<file path="src/rtl/rect_fill_writer_if.sv">
// Command and framebuffer-write bundle for rect_fill_writer.
// The slave modport is the rasterizer's view; the master modport is the command/framebuffer side.
interface rect_fill_writer_if #(
   parameter int unsigned FB_WIDTH   = 320,
   parameter int unsigned FB_HEIGHT  = 240,
   parameter int unsigned COLOR_BITS = 8,
   parameter int unsigned X_BITS     = $clog2(FB_WIDTH),
   parameter int unsigned Y_BITS     = $clog2(FB_HEIGHT),
   parameter int unsigned ADDR_BITS  = $clog2(FB_WIDTH * FB_HEIGHT)
);
   logic                  cmd_valid;
   logic                  cmd_ready;
   logic [X_BITS-1:0]     cmd_x;
   logic [Y_BITS-1:0]     cmd_y;
   logic [X_BITS:0]       cmd_w;
   logic [Y_BITS:0]       cmd_h;
   logic [COLOR_BITS-1:0] cmd_color;

   logic                  wr_valid;
   logic                  wr_ready;
   logic [ADDR_BITS-1:0]  wr_addr;
   logic [COLOR_BITS-1:0] wr_data;

   logic                  busy;
   logic                  done;

   modport slave (
      input  cmd_valid, cmd_x, cmd_y, cmd_w, cmd_h, cmd_color, wr_ready,
      output cmd_ready, wr_valid, wr_addr, wr_data, busy, done
   );

   modport master (
      output cmd_valid, cmd_x, cmd_y, cmd_w, cmd_h, cmd_color, wr_ready,
      input  cmd_ready, wr_valid, wr_addr, wr_data, busy, done
   );
endinterface

</file>
<file path="src/rtl/rect_fill_writer.sv">
// Rectangle rasterizer: clips a fill command to the framebuffer and emits
// one (address, colour) write per handshake in row-major order, then pulses done.
module rect_fill_writer #(
   parameter int unsigned FB_WIDTH   = 320,
   parameter int unsigned FB_HEIGHT  = 240,
   parameter int unsigned COLOR_BITS = 8,
   parameter int unsigned X_BITS     = $clog2(FB_WIDTH),
   parameter int unsigned Y_BITS     = $clog2(FB_HEIGHT),
   parameter int unsigned ADDR_BITS  = $clog2(FB_WIDTH * FB_HEIGHT)
) (
   input logic               clk,
   input logic               rst,
   rect_fill_writer_if.slave bus
);
   localparam int unsigned CW = X_BITS + 1;
   localparam int unsigned RW = Y_BITS + 1;

   typedef enum logic [1:0] {
      IDLE   = 2'd0,
      CLIP   = 2'd1,
      DRAW   = 2'd2,
      FINISH = 2'd3
   } state_t;

   state_t state;

   // Latched command
   logic [X_BITS-1:0]     x0;
   logic [Y_BITS-1:0]     y0;
   logic [CW-1:0]         w_req;
   logic [RW-1:0]         h_req;
   logic [COLOR_BITS-1:0] color;

   // Scan state
   logic [CW-1:0]         w_eff;
   logic [RW-1:0]         h_eff;
   logic [CW-1:0]         col;
   logic [RW-1:0]         row;
   logic [ADDR_BITS-1:0]  row_base;

   // Registered outputs
   logic                  cmd_ready_q;
   logic                  wr_valid_q;
   logic [ADDR_BITS-1:0]  wr_addr_q;
   logic [COLOR_BITS-1:0] wr_data_q;
   logic                  busy_q;
   logic                  done_q;

   // Clip arithmetic; widths carry one extra bit so FB_WIDTH/FB_HEIGHT fit without wrap
   logic                  x_off_c;
   logic                  y_off_c;
   logic [CW-1:0]         x_room_c;
   logic [RW-1:0]         y_room_c;
   logic [CW-1:0]         w_eff_c;
   logic [RW-1:0]         h_eff_c;
   logic                  empty_c;
   logic [ADDR_BITS-1:0]  base_c;

   always_comb begin
      x_off_c  = CW'(x0) >= CW'(FB_WIDTH);
      y_off_c  = RW'(y0) >= RW'(FB_HEIGHT);
      x_room_c = x_off_c ? '0 : CW'(FB_WIDTH) - CW'(x0);
      y_room_c = y_off_c ? '0 : RW'(FB_HEIGHT) - RW'(y0);
      w_eff_c  = (w_req < x_room_c) ? w_req : x_room_c;
      h_eff_c  = (h_req < y_room_c) ? h_req : y_room_c;
      empty_c  = x_off_c | y_off_c | (w_eff_c == '0) | (h_eff_c == '0);
      // Constant multiply reduces to shifts and adds in synthesis
      base_c   = ADDR_BITS'(y0) * ADDR_BITS'(FB_WIDTH) + ADDR_BITS'(x0);
   end

   // Scan position decode
   logic                 col_last_c;
   logic                 row_last_c;
   logic [ADDR_BITS-1:0] next_base_c;

   always_comb begin
      col_last_c  = (col == w_eff - CW'(1));
      row_last_c  = (row == h_eff - RW'(1));
      next_base_c = row_base + ADDR_BITS'(FB_WIDTH);
   end

   always_ff @(posedge clk) begin
      if (rst) begin
         state       <= IDLE;
         cmd_ready_q <= 1'b1;
         wr_valid_q  <= 1'b0;
         wr_addr_q   <= '0;
         wr_data_q   <= '0;
         busy_q      <= 1'b0;
         done_q      <= 1'b0;
         x0          <= '0;
         y0          <= '0;
         w_req       <= '0;
         h_req       <= '0;
         color       <= '0;
         w_eff       <= '0;
         h_eff       <= '0;
         col         <= '0;
         row         <= '0;
         row_base    <= '0;
      end else begin
         done_q <= 1'b0;
         unique case (state)
            IDLE: begin
               if (bus.cmd_valid && cmd_ready_q) begin
                  x0          <= bus.cmd_x;
                  y0          <= bus.cmd_y;
                  w_req       <= bus.cmd_w;
                  h_req       <= bus.cmd_h;
                  color       <= bus.cmd_color;
                  cmd_ready_q <= 1'b0;
                  busy_q      <= 1'b1;
                  state       <= CLIP;
               end
            end

            CLIP: begin
               w_eff    <= w_eff_c;
               h_eff    <= h_eff_c;
               col      <= '0;
               row      <= '0;
               row_base <= base_c;
               if (empty_c) begin
                  done_q <= 1'b1;
                  state  <= FINISH;
               end else begin
                  wr_valid_q <= 1'b1;
                  wr_addr_q  <= base_c;
                  wr_data_q  <= color;
                  state      <= DRAW;
               end
            end

            // Address and data only move on an accepted write, so a stall holds them
            DRAW: begin
               if (bus.wr_ready) begin
                  if (col_last_c && row_last_c) begin
                     wr_valid_q <= 1'b0;
                     done_q     <= 1'b1;
                     state      <= FINISH;
                  end else if (col_last_c) begin
                     col       <= '0;
                     row       <= row + RW'(1);
                     row_base  <= next_base_c;
                     wr_addr_q <= next_base_c;
                  end else begin
                     col       <= col + CW'(1);
                     wr_addr_q <= wr_addr_q + ADDR_BITS'(1);
                  end
               end
            end

            FINISH: begin
               cmd_ready_q <= 1'b1;
               busy_q      <= 1'b0;
               state       <= IDLE;
            end

            default: state <= IDLE;
         endcase
      end
   end

   assign bus.cmd_ready = cmd_ready_q;
   assign bus.wr_valid  = wr_valid_q;
   assign bus.wr_addr   = wr_addr_q;
   assign bus.wr_data   = wr_data_q;
   assign bus.busy      = busy_q;
   assign bus.done      = done_q;

   // A stalled write must be held unchanged until accepted
   a_no_retract: assert property (@(posedge clk) disable iff (rst)
      (wr_valid_q && !bus.wr_ready) |=> (wr_valid_q && $stable(wr_addr_q) && $stable(wr_data_q)));

   a_addr_range: assert property (@(posedge clk) disable iff (rst)
      wr_valid_q |-> (32'(wr_addr_q) < FB_WIDTH * FB_HEIGHT));

   a_done_quiet: assert property (@(posedge clk) disable iff (rst)
      done_q |-> (!wr_valid_q && !cmd_ready_q));
endmodule

</file>
<file path="src/flat_wrapper.sv">
// flat-port wrapper written by rule: the top's interface ports become plain ports
module rect_fill_writer_flat 
#(
   parameter int unsigned FB_WIDTH   = 320,
   parameter int unsigned FB_HEIGHT  = 240,
   parameter int unsigned COLOR_BITS = 8,
   parameter int unsigned X_BITS     = $clog2(FB_WIDTH),
   parameter int unsigned Y_BITS     = $clog2(FB_HEIGHT),
   parameter int unsigned ADDR_BITS  = $clog2(FB_WIDTH * FB_HEIGHT)
)
  (clk, rst, bus_cmd_valid, bus_cmd_x, bus_cmd_y, bus_cmd_w, bus_cmd_h, bus_cmd_color, bus_wr_ready, bus_cmd_ready, bus_wr_valid, bus_wr_addr, bus_wr_data, bus_busy, bus_done);
  rect_fill_writer_if #(.FB_WIDTH(FB_WIDTH), .FB_HEIGHT(FB_HEIGHT), .COLOR_BITS(COLOR_BITS), .X_BITS(X_BITS), .Y_BITS(Y_BITS), .ADDR_BITS(ADDR_BITS)) bus_i ();
  input logic clk;
  input logic rst;
  input wire logic [$bits(bus_i.cmd_valid)-1:0] bus_cmd_valid;
  input wire logic [$bits(bus_i.cmd_x)-1:0] bus_cmd_x;
  input wire logic [$bits(bus_i.cmd_y)-1:0] bus_cmd_y;
  input wire logic [$bits(bus_i.cmd_w)-1:0] bus_cmd_w;
  input wire logic [$bits(bus_i.cmd_h)-1:0] bus_cmd_h;
  input wire logic [$bits(bus_i.cmd_color)-1:0] bus_cmd_color;
  input wire logic [$bits(bus_i.wr_ready)-1:0] bus_wr_ready;
  output wire logic [$bits(bus_i.cmd_ready)-1:0] bus_cmd_ready;
  output wire logic [$bits(bus_i.wr_valid)-1:0] bus_wr_valid;
  output wire logic [$bits(bus_i.wr_addr)-1:0] bus_wr_addr;
  output wire logic [$bits(bus_i.wr_data)-1:0] bus_wr_data;
  output wire logic [$bits(bus_i.busy)-1:0] bus_busy;
  output wire logic [$bits(bus_i.done)-1:0] bus_done;
  assign bus_i.cmd_valid = bus_cmd_valid;
  assign bus_i.cmd_x = bus_cmd_x;
  assign bus_i.cmd_y = bus_cmd_y;
  assign bus_i.cmd_w = bus_cmd_w;
  assign bus_i.cmd_h = bus_cmd_h;
  assign bus_i.cmd_color = bus_cmd_color;
  assign bus_i.wr_ready = bus_wr_ready;
  assign bus_cmd_ready = bus_i.cmd_ready;
  assign bus_wr_valid = bus_i.wr_valid;
  assign bus_wr_addr = bus_i.wr_addr;
  assign bus_wr_data = bus_i.wr_data;
  assign bus_busy = bus_i.busy;
  assign bus_done = bus_i.done;
  rect_fill_writer #(.FB_WIDTH(FB_WIDTH), .FB_HEIGHT(FB_HEIGHT), .COLOR_BITS(COLOR_BITS), .X_BITS(X_BITS), .Y_BITS(Y_BITS), .ADDR_BITS(ADDR_BITS)) u_core (.clk(clk), .rst(rst), .bus(bus_i));
endmodule
</file>
<file path="config.mk">
export PLATFORM = sky130hd
export DESIGN_NAME = rect_fill_writer_flat
export DESIGN_NICKNAME = d
export VERILOG_FILES = /design/src/rtl/rect_fill_writer_if.sv /design/src/rtl/rect_fill_writer.sv /design/src/flat_wrapper.sv
export SDC_FILE = /design/constraint.sdc
export NUM_CORES = 1
export LEC_CHECK = 0
export CAP_MARGIN = 10
export CORE_MARGIN = 10
export CORE_UTILIZATION = 30
export CTS_CLUSTER_DIAMETER = 150
export DETAILED_ROUTE_END_ITERATION = 8
export GPL_ROUTABILITY_DRIVEN = 0
export GPL_TIMING_DRIVEN = 0
export PLACE_DENSITY = 0.48
export SETUP_SLACK_MARGIN = 0.2
export SLEW_MARGIN = 20
export SYNTH_ARGS = -nofsm -noshare
export SYNTH_HDL_FRONTEND = slang
export SYNTH_SLANG_ARGS = --single-unit
export TNS_END_PERCENT = 30
</file>
<file path="constraint.sdc">
create_clock -name clk -period 3.6 [get_ports clk]
set_input_delay 0.72 -clock clk [delete_from_list [all_inputs] [get_ports clk]]
set_output_delay 0.72 -clock clk [all_outputs]
set_load 0.05 [all_outputs]
</file>
==> results.md <==
- R2R depth: 16
- Cts bufs inserted: 17
- Critical path class: reg -> reg
- Fin. Hold Viols: 0
- Post-synth top area share: 31.9%
- CP arrival: roughly 3.8 ns
- Worst reg-to-reg setup slack: around 0.11 ns
- Final setup fails: 0
- Mapped Nets: 1153
- Worst Hold Class: reg -> reg
- Maximum vdd drop: between 0.2 and 0.25 mV
- WL/cell: between 15 and 20 um
- Die width: ~190 um
- Fin area: 10500 um2
- Ant. Diodes: 0
- Synth area leader: dfxtp_1
- WL met3: ~1.3 mm
- Main flop type after synthesis: dfxtp_1
- Worst-case clock buffer depth: 2
- Startpoint types: flop
- Cells after Synth: around 1100
- CP Max Fanout: 10
- Post-synth EDFFs: 0
- Max-slew violations: 0
- R2r endpoint: u_core.bus.wr_addr[2]
- Die area: roughly 34000 um2
- Hold Slack: between 0.4 and 0.5 ns
- DRT iter0 DRCs: slightly below 600
- Largest net degree at the start of global routing: 17
- Worst hold stages: 2
- Core outline area: 26900 um2
- Final WL: around 27 mm
- # Max-Cap Violations: 0
- Post-synth ARST share: 0%
- Clk_lat worst skew: between 0.4 and 0.5 ns
- Post-DRT Antenna Nets: 0
- Met1 Wirelength: between 10 and 15 mm
- Fin crit period: 3.49 ns
- Nets: between 1000 and 1500
- Largest cells by area after synthesis: dfxtp_1 32%, nand2_1 7.9%, a21oi_1 7.2%, ha_1 6.7%, xnor2_1 3.5%
- DRC violations left: 0
- First-pass GRT wire length: 42.6 mm
- Pwr Total: slightly above 8 mW
- Fin crit share: between 90% and 100%
- Root Driver: clkbuf_16
- Hpwl dp: between 20 and 25 mm
- GRT overflow: 0
- Starting Density: between 30 and 40%
- Rows: 60
- Hold buffer count at CTS: 0
- Share of post-route cells with drive strength above 1: around 13%
- Vias in the first global route: 7673
- Vias per std cell: roughly 5.2
- Leakage Power: between 3 and 4 nW
- Routed met2 length: 11.7 mm
- CP Capture Type: flop
- Clk sinks: 130
- Die Height: 185 um
- Mapped Area: roughly 8200 um2
- Post-Route Skew: 0.0154 ns
- IO buf count: 75
- RSZ-0062 raised after global routing: yes
- Reg clk slew, reported paths: around 0.06 ns
- Worst slew pin tran: between 0.8 and 0.9 ns
- Dpl cell area: around 9400 um2
- Run status: completed
- Final design utilization: around two fifths
- Setup ws final: roughly 0.11 ns
- DR pass1 iterations: 5
- Highest clock rate: approximately 290 MHz
- Synth Register Bits: 130
- PwrDens: a little under 800 nW/um2
- Slew HR: 41.0%
- Avg Cell Area, Syn: just under 8 um2
- H-Tree Depth: 4
- WHS Endpoint: u_core.bus.wr_data[4]
- Pre-CTS worst setup slack: -0.605 ns
- Fillers: about 2800
- Max layer used: met4
- P&R area growth vs syn: 28.7%
- Initial antenna violation count: 0
- Library cells used by synthesis: between 70 and 80
- Sequential fraction of the synthesis area: between 30% and 40%
- Vias: about 7900
- Top Ports: between 70 and 80
- Yosys warning count: 0
- Hold Crit Start: u_core.bus.wr_data[4]
- Reg-to-Reg Start: u_core.y0[1]
- GRT Total Usage: between 10% and 20%
- CTS tree: yes
- Worst EP required: a little under 4 ns
==> repair_timing <==
| item | 4_1_cts | 5_1_grt |
|---|---|---|
| pin swaps | 10 | 15 |
| setup buffers | 13 | 2 |
| resized for setup | 37 | 51 |
| setup endpoints to repair | 46 | 58 |
==> sequential cells by signal, summed over array words and instances (netlist names) <==
signal	cells
u_core.bus.busy	1
u_core.y0	8
u_core.bus.done	1
u_core.state	2
u_core.row_base	17
u_core.w_req	10
u_core.h_req	9
u_core.w_eff	10
u_core.bus.wr_addr	17
u_core.x0	9
u_core.bus.cmd_ready	1
u_core.col	10
u_core.color	8
u_core.h_eff	9
u_core.bus.wr_data	8
u_core.bus.wr_valid	1
u_core.row	9
==> layout by cell type (no fill, tap or decap), types with 6 or more instances in the layout <==
cell type,instances
o31ai_1,9
nor2b_1,12
and3_1,11
a211oi_1,11
buf_2,6
dfxtp_1,124
nor3_1,15
inv_1,38
nor2_1,70
a21oi_2,10
a311oi_2,7
xor2_1,21
ha_1,43
buf_4,18
clkbuf_16,17
nor3b_1,6
clkbuf_1,40
o32ai_1,9
or2_2,7
nor4_1,8
or4_1,7
and2_1,6
a21o_1,10
xnor2_1,33
nand2b_1,17
o211ai_1,9
or3_1,13
o21ai_0,28
a31oi_1,12
a311oi_1,10
clkdlybuf4s50_1,75
nand3_1,50
a21oi_1,102
nand4_1,15
nand2_1,168
==> through the flow <==
step / setup TNS (ns) / instances
after floorplan: 0 / 1059
after global placement: -12.46 / 1475
after CTS: 0 / 1518
after detailed placement: -11.02 / 1475
after global routing: -0.108 / 1520
final: 0 / 1520
==> worst max path at each step <==
stage            startpoint  slack, ns                      to  cells past startpoint
4_1_cts        u_core.y0[1]       0.09  u_core.bus.wr_addr[10]                     16
2_1_floorplan  u_core.y0[0]       0.25   u_core.bus.wr_addr[5]                     16
3_3_place_gp   u_core.x0[3]      -0.58  u_core.bus.wr_addr[15]                     15
3_5_place_dp   u_core.x0[3]      -0.61  u_core.bus.wr_addr[15]                     15
5_1_grt        u_core.y0[1]      -0.02  u_core.bus.wr_addr[10]                     16
6_report       u_core.y0[1]       0.11   u_core.bus.wr_addr[2]                     16
==> cells by family (layout without fill, tap and decap cells) <==
family / Yosys count / count (layout) / share of synthesized area [%]
fa+ha+maj: 46 / 46 / 7.23
buf+inv: 104 / 224 / 5.54
simple gates: 434 / 434 / 25.8
xor+xnor: 55 / 55 / 5.90
compound gates: 281 / 281 / 22.6
mux: 8 / 8 / 0.996
flops: 130 / 130 / 31.9
other cells: 1 / 1 / 0.0459
==> critical path, cell delays in order, from the launching register on <==
cell	delay, ns
dfxtp_4	0.38
inv_4	0.04
ha_4	0.15
or4b_4	0.49
a211oi_4	0.27
a31oi_2	0.09
ha_1	0.35
nand4_1	0.11
a31oi_2	0.22
a2111oi_4	0.06
o21ai_2	0.18
mux2_4	0.34
and2_4	0.16
buf_12	0.14
buf_12	0.15
a21oi_2	0.14
a311oi_2	0.06
==> synth_stat cells (all sizes together) (10+ instances only) <==
| cell | n |
|---|---|
| buf | 16 |
| a21o | 11 |
| a31oi | 15 |
| o21ai | 36 |
| ha | 44 |
| a211oi | 17 |
| xor2 | 22 |
| nand3 | 53 |
| clkbuf | 47 |
| and3 | 11 |
| a311oi | 17 |
| dfxtp | 130 |
| nor2 | 73 |
| nand4 | 15 |
| nor2b | 12 |
| o32ai | 10 |
| a21oi | 117 |
| inv | 40 |
| nand2 | 172 |
| nor3 | 19 |
| or3 | 13 |
| xnor2 | 33 |
| nand2b | 17 |
==> layout make-up <==
type	instances	area, um2	area share (%)
Multi-Input combinational cell	825	5440	51.7
Sequential cell	130	2620	24.9
Timing Repair Buffer	90	863	8.21
Clock buffer	22	484	4.60
Tap cell	341	427	4.06
Buffer	63	358	3.40
Clock inverter	8	175	1.67
Inverter	41	156	1.49
==> report_power, final <==
| part | switching (mW) | internal [mW] | total, mW |
|---|---|---|---|
| logic | 2.46 | 1.62 | 4.08 |
| registers | 0.408 | 1.75 | 2.16 |
| clock network | 0.669 | 1.30 | 1.97 |
==> metal layers <==
| layer | GRT usage (%) | vias up |
|---|---|---|
| met5 | 0 | - |
| met4 | 4.94 | 0 |
| met3 | 3.33 | 29 |
| met2 | 23.9 | 185 |
| met1 | 21.7 | 3685 |
| li1 | - | 4033 |
No activity file was read; power rests on OpenSTA's default activity.
